File: config.mk
export PLATFORM = sky130hd
export DESIGN_NAME = fft_bfly_scheduler_flat
export DESIGN_NICKNAME = d
export VERILOG_FILES = /design/src/rtl/fft_bfly_scheduler_if.sv /design/src/rtl/fft_bfly_scheduler.sv /design/src/flat_wrapper.sv
export SDC_FILE = /design/constraint.sdc
export NUM_CORES = 1
export LEC_CHECK = 0
export ABC_AREA = 0
export CAP_MARGIN = 20
export CORE_UTILIZATION = 50
export DETAILED_ROUTE_END_ITERATION = 8
export PLACE_DENSITY_LB_ADDON = 0.1
export SLEW_MARGIN = 20
export SYNTH_ARGS = -nofsm -noshare
export SYNTH_HDL_FRONTEND = slang
export SYNTH_SLANG_ARGS = --single-unit
File: constraint.sdc
create_clock -name clk -period 9.5 [get_ports clk]
set_clock_uncertainty 0.1 [all_clocks]
set_input_delay 2.85 -clock clk [delete_from_list [all_inputs] [get_ports clk]]
set_output_delay 2.85 -clock clk [all_outputs]
set_load 0.03 [all_outputs]
File: src/rtl/fft_bfly_scheduler_if.sv
// Handshake/bus bundle between the FFT scheduler and its control, RAM, ROM and butterfly.
// FFT_SCHED_CHK_EN adds the sticky err flag.
interface fft_bfly_scheduler_if #(
    parameter int unsigned LOG2N = 8
);
    logic             start;
    logic             busy;
    logic             done;
    logic [3:0]       stage;
    logic             rd_en;
    logic [LOG2N-1:0] rd_addr_p;
    logic [LOG2N-1:0] rd_addr_q;
    logic [LOG2N-2:0] tw_addr;
    logic             bf_en;
    logic             bf_valid;
    logic             wr_en;
    logic [LOG2N-1:0] wr_addr_p;
    logic [LOG2N-1:0] wr_addr_q;
`ifdef FFT_SCHED_CHK_EN
    logic             err;
`endif

    // Control/datapath side: drives start and the butterfly valid.
    modport master (
`ifdef FFT_SCHED_CHK_EN
        input  err,
`endif
        output start,
        output bf_valid,
        input  busy,
        input  done,
        input  stage,
        input  rd_en,
        input  rd_addr_p,
        input  rd_addr_q,
        input  tw_addr,
        input  bf_en,
        input  wr_en,
        input  wr_addr_p,
        input  wr_addr_q
    );

    // Scheduler side.
    modport slave (
`ifdef FFT_SCHED_CHK_EN
        output err,
`endif
        input  start,
        input  bf_valid,
        output busy,
        output done,
        output stage,
        output rd_en,
        output rd_addr_p,
        output rd_addr_q,
        output tw_addr,
        output bf_en,
        output wr_en,
        output wr_addr_p,
        output wr_addr_q
    );
endinterface

File: src/rtl/fft_bfly_scheduler.sv
// In-place radix-2 DIT FFT sequencer: one butterfly per cycle, stages separated by a full drain.
// Optional FFT_SCHED_CHK_EN adds a sticky err output checking butterfly valid alignment.
module fft_bfly_scheduler #(
    parameter int unsigned LOG2N  = 8,
    parameter int unsigned RD_LAT = 1,
    parameter int unsigned BF_LAT = 2
) (
    input logic                 clk,
    input logic                 rst_n,
    fft_bfly_scheduler_if.slave bus
);
    localparam int unsigned KW        = LOG2N - 1;
    localparam int unsigned LAT       = RD_LAT + BF_LAT;
    localparam logic [3:0]  LastStage = 4'(LOG2N - 1);

    typedef enum logic [1:0] {StIdle, StRun, StDrain, StDone} state_e;

    state_e           state_q, state_d;
    logic [3:0]       stage_q, stage_d;
    logic [KW-1:0]    k_q, k_d;
    logic             busy_q, busy_d;
    logic             done_q, done_d;
    logic             rd_en_q, rd_en_d;
    logic [LOG2N-1:0] rd_p_q, rd_p_d;
    logic [LOG2N-1:0] rd_q_q, rd_q_d;
    logic [KW-1:0]    tw_q, tw_d;
    logic [LOG2N-1:0] outs_q, outs_d;

    logic             bf_en_dly_q [RD_LAT];
    logic             bf_en_dly_d [RD_LAT];
    logic [LOG2N-1:0] p_dly_q [LAT];
    logic [LOG2N-1:0] p_dly_d [LAT];
    logic [LOG2N-1:0] q_dly_q [LAT];
    logic [LOG2N-1:0] q_dly_d [LAT];

    // Butterfly addressing for index k within stage s (span = 1 << s).
    logic [LOG2N-1:0] k_ext, span, k_lo, k_hi, p_addr, q_addr;
    logic [3:0]       tw_shift;
    logic [KW-1:0]    tw_addr_c;

    always_comb begin
        k_ext     = {1'b0, k_q};
        span      = LOG2N'(1) << stage_q;
        k_lo      = k_ext & (span - LOG2N'(1));
        k_hi      = (k_ext >> stage_q) << (stage_q + 4'd1);
        p_addr    = k_hi | k_lo;
        q_addr    = p_addr + span;
        tw_shift  = LastStage - stage_q;
        tw_addr_c = KW'(k_lo << tw_shift);
    end

    // Issued reads minus completed writes; a stage may only end once this drains to zero.
    always_comb begin
        outs_d = outs_q;
        if (rd_en_q && !bus.bf_valid) begin
            outs_d = outs_q + LOG2N'(1);
        end else if (!rd_en_q && bus.bf_valid && outs_q != '0) begin
            outs_d = outs_q - LOG2N'(1);
        end
    end

    always_comb begin
        state_d = state_q;
        stage_d = stage_q;
        k_d     = k_q;
        busy_d  = busy_q;
        done_d  = 1'b0;
        rd_en_d = 1'b0;
        rd_p_d  = rd_p_q;
        rd_q_d  = rd_q_q;
        tw_d    = tw_q;
        unique case (state_q)
            StIdle: begin
                stage_d = '0;
                if (bus.start) begin
                    state_d = StRun;
                    k_d     = '0;
                end
            end
            StRun: begin
                busy_d  = 1'b1;
                rd_en_d = 1'b1;
                rd_p_d  = p_addr;
                rd_q_d  = q_addr;
                tw_d    = tw_addr_c;
                k_d     = k_q + KW'(1);
                if (&k_q) begin
                    state_d = StDrain;
                end
            end
            StDrain: begin
                if (outs_d == '0) begin
                    if (stage_q == LastStage) begin
                        state_d = StDone;
                        done_d  = 1'b1;
                        busy_d  = 1'b0;
                    end else begin
                        state_d = StRun;
                        stage_d = stage_q + 4'd1;
                        k_d     = '0;
                    end
                end
            end
            StDone: begin
                state_d = StIdle;
                stage_d = '0;
            end
            default: state_d = StIdle;
        endcase
    end

    always_comb begin
        bf_en_dly_d[0] = rd_en_q;
        for (int i = 1; i < int'(RD_LAT); i++) begin
            bf_en_dly_d[i] = bf_en_dly_q[i-1];
        end
        p_dly_d[0] = rd_p_q;
        q_dly_d[0] = rd_q_q;
        for (int i = 1; i < int'(LAT); i++) begin
            p_dly_d[i] = p_dly_q[i-1];
            q_dly_d[i] = q_dly_q[i-1];
        end
    end

    always_ff @(posedge clk or negedge rst_n) begin
        if (!rst_n) begin
            state_q <= StIdle;
            stage_q <= '0;
            k_q     <= '0;
            busy_q  <= 1'b0;
            done_q  <= 1'b0;
            rd_en_q <= 1'b0;
            rd_p_q  <= '0;
            rd_q_q  <= '0;
            tw_q    <= '0;
            outs_q  <= '0;
            for (int i = 0; i < int'(RD_LAT); i++) begin
                bf_en_dly_q[i] <= 1'b0;
            end
            for (int i = 0; i < int'(LAT); i++) begin
                p_dly_q[i] <= '0;
                q_dly_q[i] <= '0;
            end
        end else begin
            state_q <= state_d;
            stage_q <= stage_d;
            k_q     <= k_d;
            busy_q  <= busy_d;
            done_q  <= done_d;
            rd_en_q <= rd_en_d;
            rd_p_q  <= rd_p_d;
            rd_q_q  <= rd_q_d;
            tw_q    <= tw_d;
            outs_q  <= outs_d;
            for (int i = 0; i < int'(RD_LAT); i++) begin
                bf_en_dly_q[i] <= bf_en_dly_d[i];
            end
            for (int i = 0; i < int'(LAT); i++) begin
                p_dly_q[i] <= p_dly_d[i];
                q_dly_q[i] <= q_dly_d[i];
            end
        end
    end

`ifdef FFT_SCHED_CHK_EN
    // Expected butterfly valid: bf_en replayed BF_LAT cycles later.
    logic exp_dly_q [BF_LAT];
    logic exp_dly_d [BF_LAT];
    logic err_q, err_d;

    always_comb begin
        exp_dly_d[0] = bf_en_dly_q[RD_LAT-1];
        for (int i = 1; i < int'(BF_LAT); i++) begin
            exp_dly_d[i] = exp_dly_q[i-1];
        end
        err_d = err_q;
        if (bus.bf_valid && outs_q == '0) begin
            err_d = 1'b1;
        end
        if (exp_dly_q[BF_LAT-1] != bus.bf_valid) begin
            err_d = 1'b1;
        end
        if (state_q == StIdle && bus.start) begin
            err_d = 1'b0;
        end
    end

    always_ff @(posedge clk or negedge rst_n) begin
        if (!rst_n) begin
            err_q <= 1'b0;
            for (int i = 0; i < int'(BF_LAT); i++) begin
                exp_dly_q[i] <= 1'b0;
            end
        end else begin
            err_q <= err_d;
            for (int i = 0; i < int'(BF_LAT); i++) begin
                exp_dly_q[i] <= exp_dly_d[i];
            end
        end
    end

    assign bus.err = err_q;
`endif

    assign bus.busy      = busy_q;
    assign bus.done      = done_q;
    assign bus.stage     = stage_q;
    assign bus.rd_en     = rd_en_q;
    assign bus.rd_addr_p = rd_p_q;
    assign bus.rd_addr_q = rd_q_q;
    assign bus.tw_addr   = tw_q;
    assign bus.bf_en     = bf_en_dly_q[RD_LAT-1];
    assign bus.wr_en     = bus.bf_valid;
    assign bus.wr_addr_p = p_dly_q[LAT-1];
    assign bus.wr_addr_q = q_dly_q[LAT-1];
endmodule

File: src/flat_wrapper.sv
// flat-port wrapper written by rule: the top's interface ports become plain ports
module fft_bfly_scheduler_flat 
#(
    parameter int unsigned LOG2N  = 8,
    parameter int unsigned RD_LAT = 1,
    parameter int unsigned BF_LAT = 2
)
  (clk, rst_n, bus_start, bus_bf_valid, bus_busy, bus_done, bus_stage, bus_rd_en, bus_rd_addr_p, bus_rd_addr_q, bus_tw_addr, bus_bf_en, bus_wr_en, bus_wr_addr_p, bus_wr_addr_q);
  fft_bfly_scheduler_if #(.LOG2N(LOG2N)) bus_i ();
  input logic clk;
  input logic rst_n;
  input wire logic [$bits(bus_i.start)-1:0] bus_start;
  input wire logic [$bits(bus_i.bf_valid)-1:0] bus_bf_valid;
  output wire logic [$bits(bus_i.busy)-1:0] bus_busy;
  output wire logic [$bits(bus_i.done)-1:0] bus_done;
  output wire logic [$bits(bus_i.stage)-1:0] bus_stage;
  output wire logic [$bits(bus_i.rd_en)-1:0] bus_rd_en;
  output wire logic [$bits(bus_i.rd_addr_p)-1:0] bus_rd_addr_p;
  output wire logic [$bits(bus_i.rd_addr_q)-1:0] bus_rd_addr_q;
  output wire logic [$bits(bus_i.tw_addr)-1:0] bus_tw_addr;
  output wire logic [$bits(bus_i.bf_en)-1:0] bus_bf_en;
  output wire logic [$bits(bus_i.wr_en)-1:0] bus_wr_en;
  output wire logic [$bits(bus_i.wr_addr_p)-1:0] bus_wr_addr_p;
  output wire logic [$bits(bus_i.wr_addr_q)-1:0] bus_wr_addr_q;
  assign bus_i.start = bus_start;
  assign bus_i.bf_valid = bus_bf_valid;
  assign bus_busy = bus_i.busy;
  assign bus_done = bus_i.done;
  assign bus_stage = bus_i.stage;
  assign bus_rd_en = bus_i.rd_en;
  assign bus_rd_addr_p = bus_i.rd_addr_p;
  assign bus_rd_addr_q = bus_i.rd_addr_q;
  assign bus_tw_addr = bus_i.tw_addr;
  assign bus_bf_en = bus_i.bf_en;
  assign bus_wr_en = bus_i.wr_en;
  assign bus_wr_addr_p = bus_i.wr_addr_p;
  assign bus_wr_addr_q = bus_i.wr_addr_q;
  fft_bfly_scheduler #(.LOG2N(LOG2N), .RD_LAT(RD_LAT), .BF_LAT(BF_LAT)) u_core (.clk(clk), .rst_n(rst_n), .bus(bus_i));
endmodule
# After elaboration in Yosys (flattened, before gate mapping)
# Index checks and enable logic that the tools add are counted.
# W data, S select, Z words.
[word_totals] reg_bits=96 wordCells=77 output_inout_bits=48 input_bits=4
[op_classes] reduce_logical=17 n_mux=21 n_eq_ne=9 bitwise_logic=2 shift=4 addsub=7
[op_table] cell="$mux W7" count=3
[op_table] cell="$pmux W7 S3" count=1
[op_table] cell="$mux W8" count=2
[op_table] cell="$sub A8 B1 Y8 const B" count=2
[op_table] cell="$reduce_and A3 Y1" count=3
[op_table] cell="$add A8 B1 Y8 const B" count=1
[op_table] cell="$add A8 B8 Y8" count=1
[op_table] cell="$and A7 B8 Y8" count=1
[op_table] cell="$logic_not A8 Y1" count=1
[op_table] cell="$mux W2" count=4
[op_table] cell="$mux W4" count=2
[op_table] cell="$or A8 B8 Y8" count=1
[op_table] cell="$pmux W2 S4" count=1
[op_table] cell="$pmux W4 S2" count=1
[op_table] cell="$reduce_bool A8 Y1" count=1
[op_table] cell="$shl A1 B4 Y8 const A" count=1
[op_table] cell="$shl A8 B4 Y7" count=1
[op_table] cell="$shl A8 B4 Y8" count=1
[op_table] cell="$shr A7 B4 Y8" count=1
[op_table] cell="$add A7 B1 Y7 const B" count=1
[op_table] cell="$reduce_and A7 Y1" count=1
[op_table] cell="$mux W1" count=6
[op_table] cell="$ne A2 B1 Y1 const B" count=3
[op_table] cell="$add A4 B1 Y4 const B" count=1
[op_table] cell="13 further kinds" count=19

# Depth between registers and ports, before layout
# Gate-level depths: netlist of the first run.
[depth] depth_word=8 depth_mapped=16 mapped_depth_nobuf=15

# Worst setup path after synthesis of the first run
# Ideal clock, no wire load.
[synth_path] path_kind="input to output" from="input port bus_bf_valid" to="output port bus_wr_en" required_time_ns=6.550 t_arrival_ns=2.995 path_buffers=1 path_slack_ns=3.555 path_stages=1 cell_sequence="buf_4"
[synth_lines] element="from (decl)" line_no="flat_wrapper.sv:13" source="input wire logic [$bits(bus_i.bf_valid)-1:0] bus_bf_valid;"
[synth_lines] element="to (decl)" line_no="flat_wrapper.sv:22" source="output wire logic [$bits(bus_i.wr_en)-1:0] bus_wr_en;"
# No word-level cell between the ends.

# Worst setup path in the final report of the first run
[layout_path] from="input port bus_bf_valid" to="output port bus_wr_en"
# No word-level cell between the ends.

==> results.txt, run 1 <==
----------------------------------------------------
[Critical path]
  Data required, critical path ... 6.55 ns
  CP Data Arrival Time ... 4.21 ns
  Crit path buffers/inverters ... 2
  Crit-path most repeated cell ... sky130_fd_sc_hd__clkdlybuf4s50_1
  Crit. End Element ... output pin
  Cell family contributing the most delay on the critical path ... buffers and inverters
  Worst Path Max Fanout ... 10
  Crit-path cells ... clkdlybuf4s50_1, clkdlybuf4s50_1
  Critical-path cell with the highest stage delay ... sky130_fd_sc_hd__clkdlybuf4s50_1
  Type of the setup path with the least slack ... input pin to output pin
  Crit start category ... input pin
  Delay of the slowest cell on the worst path ... 0.73 ns

[Final layout]
  Post-Layout Cell Count ... 604
  Net count reported at finish ... 497
  Fraction of final layout cells sized beyond drive strength 1 ... 9.26%
  Most common library cell in the layout ignoring fill and taps ... sky130_fd_sc_hd__dfrtp_1
  Ant. Diodes ... 0
  Most frequent cells in the layout ... 96 x sky130_fd_sc_hd__dfrtp_1, 50 x sky130_fd_sc_hd__clkdlybuf4s50_1, 39 x sky130_fd_sc_hd__nand2_1
  Area overhead of the layout relative to synthesis ... 13.4%

[Power]
  Power density over the cells ... 327 mW/mm²
  Worst IR drop on VDD ... 0.132 mV
  Reported leakage power ... 2.47 nW

[Synthesis]
  Post-synth net total ... 476
  Share of the synthesized area in the top cell type ... 49.6%
  Number of synthesized register bits ... 96
  Sequential fraction of the synthesis area ... 49.6%
  Count of synthesis-stage warnings from yosys ... 0
  Synth async-reset ratio ... 100%
  Most used DFF post-synth ... sky130_fd_sc_hd__dfrtp_1
  Cell taking the most area after synthesis ... sky130_fd_sc_hd__dfrtp_1
  Number of unique standard cell types used by synthesis ... 65
  Average cell area after synthesis ... 10.8 µm²
  Number of flops mapped to enable cells by yosys ... 0
  Gate count after technology mapping ... 449
  Total standard cell area after synthesis ... 0.00484 mm²
  Biggest area contributors in the synthesized netlist ... sky130_fd_sc_hd__dfrtp_1 50%, sky130_fd_sc_hd__ha_1 5.7%, sky130_fd_sc_hd__mux2_2 3.7%

[Global routing]
  Initial antenna violation count ... 0
  Global-route congestion overflow total ... 0
  Total GRT Usage ... 21.3%
  Via count of the first global-routing pass ... 3,318
  Global-route wire length before repair ... 16.5 mm
  Maximum number of pins on one net before global-route repair ... 72

[Detailed routing]
  Number of vias per cell ... 5.54
  Detailed-route wire length ... 9.77 mm
  Number of vias in the routed layout ... 3,349
  Final routed DRC violation total ... 0
  Initial detailed-routing violation count ... 138
  Mean routed wirelength per cell ... 16.2 µm
  Iteration count of the initial detailed-routing pass ... 4
  Post-detailed-route count of antenna-violating nets ... 0

[STA]
  Count of final max-slew check failures ... 0
  Number of failing hold endpoints at the final stage ... 0
  Top achievable clock speed ... 140 MHz
  Unrepaired setup endpoints after global routing ... no
  Post-route clock period utilization ... 75.4%
  Endpoints failing setup ... 0
  Tmin final ... 7.16 ns
  Post-Route Setup TNS ... 0 ns
  Worst Tran Pin Value ... 0.821 ns
  Headroom to the max-slew limit ... 45.3%

[Clock tree]
  Root Driver ... sky130_fd_sc_hd__clkbuf_8
  Number of gates given a new drive strength after cts ... 0
  Count of hold-fix buffers inserted at cts ... 0
  Clk buf depth ... 2
  Clock net sink count ... 96
  TritonCTS clock tree ... yes
  Htree depth ... 3
  Clock-pin slew of the registers on the worst-case setup and hold paths ... 0.11 ns
  Clock insertion delay at the later pin of the skew report ... 0.38 ns
  Number of buffers inserted by post-CTS setup repair ... 0
  Clock buffer count from CTS ... 9

[Place]
  Detail Placement HPWL ... 6.80 mm
  Total of buffers placed on input and output ports ... 51
  Number of placed instances, taps included ... 588
  Final Wtd Congestion ... 0.968

[Hold path]
  Tightest Hold Check Type ... flip-flop to flip-flop

[Floorplan]
  Number of ports placed on the die boundary ... 52
  Starting density of the core ... 51.9%
  Die area ... 0.0101 mm²
  Core ar. ... 0.00933 mm²
  Overall die height ... 100 µm
  Std-Cell Rows ... 35
  Chip Width ... 100 µm

[Outcome]
  Run status ... completed

[Run]
  Max-cap violation count ... 0

----------------------------------------------------
==> power by group <==
part / internal (mW) / leakage (nW) / switching (mW)
Sequential: 0.546 / 1.24 / 0.129
Combinational: 0.351 / 1.13 / 0.502
Clock: 0.106 / 0.104 / 0.164
==> logic make-up (layout without fill, tap and decap cells) <==
family	Yosys count	in the layout	share of synthesized area, %
buffers and inverters	65	91	6.64
flip-flops	96	96	49.6
AND/OR/NAND/NOR	136	136	15.0
AO/OA/AOI/OAI	86	86	13.1
multiplexers	32	32	7.55
XOR/XNOR	11	11	1.99
adder cells (fa/ha/maj)	23	23	6.10
==> through the flow <==
stage	setup WS [ns]	cell area, µm²	util (%)	hold WS, ns	power (mW)
finish	2.34	5490	58.9	0.249	1.80
global route	2.28	5490	58.9	0.256	1.92
CTS	2.34	5490	58.9	0.255	1.81
detailed placement	2.32	5290	56.7	0.235	1.53
global placement	2.36	5290	56.7	0.231	1.51
floorplan	3.56	4840	-	0.231	1.30
==> layer usage <==
metal | global-route usage, % | vias up | routed length [µm]
li1 | - | 1622 | -
met1 | 29.1 | 1621 | 4720
met2 | 34.2 | 91 | 4450
met3 | 3.97 | 15 | 453
met4 | 7.13 | 0 | 157
met5 | 0 | - | 0
==> path summary, 6_finish.rpt <==
path	start	to	slack [ns]	cells past startpoint
setup reg to reg	u_core.bus.stage[0]$_DFFE_PN0P_	u_core.bus.rd_addr_q[6]$_DFFE_PN0P_	5.12	12
setup / recovery	bus_bf_valid	bus_wr_en	2.34	2
hold reg to reg	u_core.p_dly_d[13]$_DFF_PN0_	u_core.p_dly_d[5]$_DFF_PN0_	0.25	0
hold / removal	u_core.p_dly_d[13]$_DFF_PN0_	u_core.p_dly_d[5]$_DFF_PN0_	0.25	0
min in group asynchronous	rst_n	u_core.bus.bf_en$_DFF_PN0_	2.27	1
max in group asynchronous	rst_n	u_core.outs_q[6]$_DFF_PN0_	5.88	2
==> Yosys cell counts, drive strengths merged, types with 3 or more instances <==
library cell	count
nand2	39
o2bb2ai	8
and2	6
dfrtp	96
xor2	3
a21oi	14
nor2b	5
and3	6
o211ai	8
nor2	24
buf	24
a311oi	3
nand2b	8
o21ai	15
clkbuf	19
mux2	16
o221ai	3
a31oi	7
mux2i	14
ha	22
nor4	3
xnor2	8
a21o	4
o31ai	3
nand3	16
or4	3
nor3	5
inv	22
nand3b	7
==> layout make-up <==
cell class              count  area (µm²)
clock buffers               9         124
clock inverters             7        81.3
fillers                   797        3840
inverters                  22        82.6
multi-input cells         288        2120
flip-flops and latches     96        2400
well taps                 129         161
repair buffers             53         523
==> registers in the layout, indices dropped and copies added, names as in the netlist <==
name and flops:
u_core.p_dly_d 16, u_core.q_dly_d 16, u_core.bus.rd_addr_p 8, u_core.bus.rd_addr_q 8
u_core.bus.wr_addr_p 8, u_core.bus.wr_addr_q 8, u_core.outs_q 8, u_core.bus.tw_addr 7
u_core.k_q 7, u_core.bus.stage 4, u_core.state_q 2, u_core.bus.bf_en 1
u_core.bus.busy 1, u_core.bus.done 1, u_core.bus.rd_en 1
Note: power is estimated with default switching activity, not from simulation.
==> inputs of run 2 (changes only) <==
==> constraint.sdc (replaced) <==
create_clock -name clk -period 7.2 [get_ports clk]
set_clock_uncertainty 0.1 [all_clocks]
set_input_delay 2.16 -clock clk [delete_from_list [all_inputs] [get_ports clk]]
set_output_delay 2.16 -clock clk [all_outputs]
set_load 0.03 [all_outputs]
==> run 2 against run 1 <==
  * Sequential share of layout area unchanged
  * Final area unchanged
  * Total power increased by 32%
  * Sequential power increased by 32%
  * Flip-flop and latch count unchanged
  * First-iteration DRC count decreased by 3.6%
  * Largest cell class unchanged
  * Largest power group unchanged
==> results.txt, run 2 (same netlist as run 1, synthesis figures left out) <==
----------------------------------------------------
[Outcome]
  Run status ... completed

[Global routing]
  Global-route wire length before repair ... 16.7 mm
  Initial antenna violation count ... 0
  Maximum number of pins on one net before global-route repair ... 69
  Via count of the first global-routing pass ... 3,222
  Total GRT Usage ... 21.5%
  Global-route congestion overflow total ... 0

[Critical path]
  CP Data Arrival Time ... 3.52 ns
  Critical path startpoint ... bus_bf_valid
  Critical-path cell with the highest stage delay ... sky130_fd_sc_hd__clkdlybuf4s50_1
  Startpoint of the worst-slack reg-to-reg timing path ... u_core.bus.stage[0]$_DFFE_PN0P_
  Number of cells on the worst reg-to-reg path ... 12
  Worst setup slack for register-to-register paths ... 2.71 ns
  Crit start category ... input pin
  Cell family contributing the most delay on the critical path ... buffers and inverters
  Worst Path Max Fanout ... 10
  Crit path buffers/inverters ... 2
  Endpoint of the worst-slack reg-to-reg timing path ... u_core.bus.rd_addr_q[6]$_DFFE_PN0P_
  Delay of the slowest cell on the worst path ... 0.73 ns
  Crit-path cells ... clkdlybuf4s50_1, clkdlybuf4s50_1
  Crit-path most repeated cell ... sky130_fd_sc_hd__clkdlybuf4s50_1
  Data required, critical path ... 4.94 ns
  Type of the setup path with the least slack ... input pin to output pin
  Crit. End Element ... output pin

[Detailed routing]
  Number of vias per cell ... 5.60
  Iteration count of the initial detailed-routing pass ... 5
  Number of vias in the routed layout ... 3,382
  Post-detailed-route count of antenna-violating nets ... 0
  Initial detailed-routing violation count ... 133
  Final routed DRC violation total ... 0
  Detailed-route wire length ... 9.95 mm
  Mean routed wirelength per cell ... 16.5 µm

[Clock tree]
  Clock buffer count from CTS ... 9
  Count of hold-fix buffers inserted at cts ... 0
  Number of gates given a new drive strength after cts ... 0
  Clock net sink count ... 96
  Clock insertion delay at the later pin of the skew report ... 0.37 ns
  Clk buf depth ... 2
  Htree depth ... 3
  Number of buffers inserted by post-CTS setup repair ... 0
  Clock-pin slew of the registers on the worst-case setup and hold paths ... 0.10 ns
  Root Driver ... sky130_fd_sc_hd__clkbuf_8
  TritonCTS clock tree ... yes

[Hold path]
  Hold path startpoint ... u_core.p_dly_d[0]$_DFF_PN0_
  Tightest Hold Check Type ... flip-flop to flip-flop
  Number of stages on the worst hold path ... 0
  Endpoint with the worst hold slack ... u_core.bus.wr_addr_p[0]$_DFF_PN0_

[Final layout]
  Fraction of final layout cells sized beyond drive strength 1 ... 9.26%
  Net count reported at finish ... 497
  Most common library cell in the layout ignoring fill and taps ... sky130_fd_sc_hd__dfrtp_1
  Ant. Diodes ... 0
  Layout Cell Area excl Fill ... 0.00549 mm²
  Most frequent cells in the layout ... 96 x sky130_fd_sc_hd__dfrtp_1, 50 x sky130_fd_sc_hd__clkdlybuf4s50_1, 39 x sky130_fd_sc_hd__nand2_1
  Area overhead of the layout relative to synthesis ... 13.4%

[Floorplan]
  Starting density of the core ... 51.9%
  Die area ... 0.0101 mm²
  Overall die height ... 100 µm
  Chip Width ... 100 µm
  Core ar. ... 0.00933 mm²
  Number of ports placed on the die boundary ... 52
  Std-Cell Rows ... 35

[STA]
  Endpoints failing setup ... 0
  Headroom to the max-slew limit ... 47.0%
  Post-route clock period utilization ... 80.2%
  Worst Tran Pin Value ... 0.795 ns
  Count of final max-slew check failures ... 0
  Post-Route Setup TNS ... 0 ns
  Number of failing hold endpoints at the final stage ... 0
  Tmin final ... 5.78 ns
  Top achievable clock speed ... 173 MHz
  Unrepaired setup endpoints after global routing ... no

[Power]
  Worst IR drop on VDD ... 0.150 mV
  Reported leakage power ... 2.47 nW
  Overall power ... 2.38 mW
  Power density over the cells ... 433 mW/mm²

[Place]
  Post-DP Area ... 0.00529 mm²
  Total of buffers placed on input and output ports ... 51
  Final Wtd Congestion ... 0.953
  Detail Placement HPWL ... 6.81 mm

[Run]
  Max-cap violation count ... 0

----------------------------------------------------
-- run 2: metal layers --
metal  routed length, µm  global-route usage, %
met5                   0                      0
met2                4600                   33.5
met3                 438                   4.32
met1                4800                   30.7
met4                 112                   5.69
-- run 2: cell type report --
class / count / area, µm²
clock inverters: 7 / 81.3
fillers: 799 / 3840
well taps: 129 / 161
flip-flops and latches: 96 / 2400
multi-input cells: 288 / 2120
repair buffers: 53 / 523
inverters: 22 / 82.6
clock buffers: 9 / 124
-- run 2: per-stage QoR --
stage	hold WS, ns	utilization (%)	instances	setup WS, ns
floorplan	0.231	-	449	2.64
global placement	0.231	56.7	588	1.44
detailed placement	0.235	56.7	588	1.42
CTS	0.258	58.9	604	1.42
global route	0.263	58.9	604	1.37
finish	0.256	58.9	604	1.42
-- run 2: worst reg2reg max path, delay by kind of cell (launching register included) --
kind	cells	cell delay (ns)
compound gates	4	0.91
xor+xnor	1	0.11
fa+ha+maj	2	1.03
buf+inv	1	0.45
flops	1	0.88
mux	2	0.67
simple gates	2	0.25
-- run 2: worst max path at each step --
stage,end,cells after the start,slack [ns]
detailed placement,bus_wr_en,2,1.42
global route,bus_wr_en,2,1.37
finish,bus_wr_en,2,1.42
global placement,bus_wr_en,2,1.44
CTS,bus_wr_en,2,1.42
floorplan,bus_wr_en,1,2.64
-- run 2: power breakdown --
group | switching [mW] | total, mW | internal [mW]
combinational | 0.660 | 1.12 | 0.465
sequential | 0.170 | 0.891 | 0.721
clock | 0.223 | 0.362 | 0.140
total | 1.05 | 2.38 | 1.32
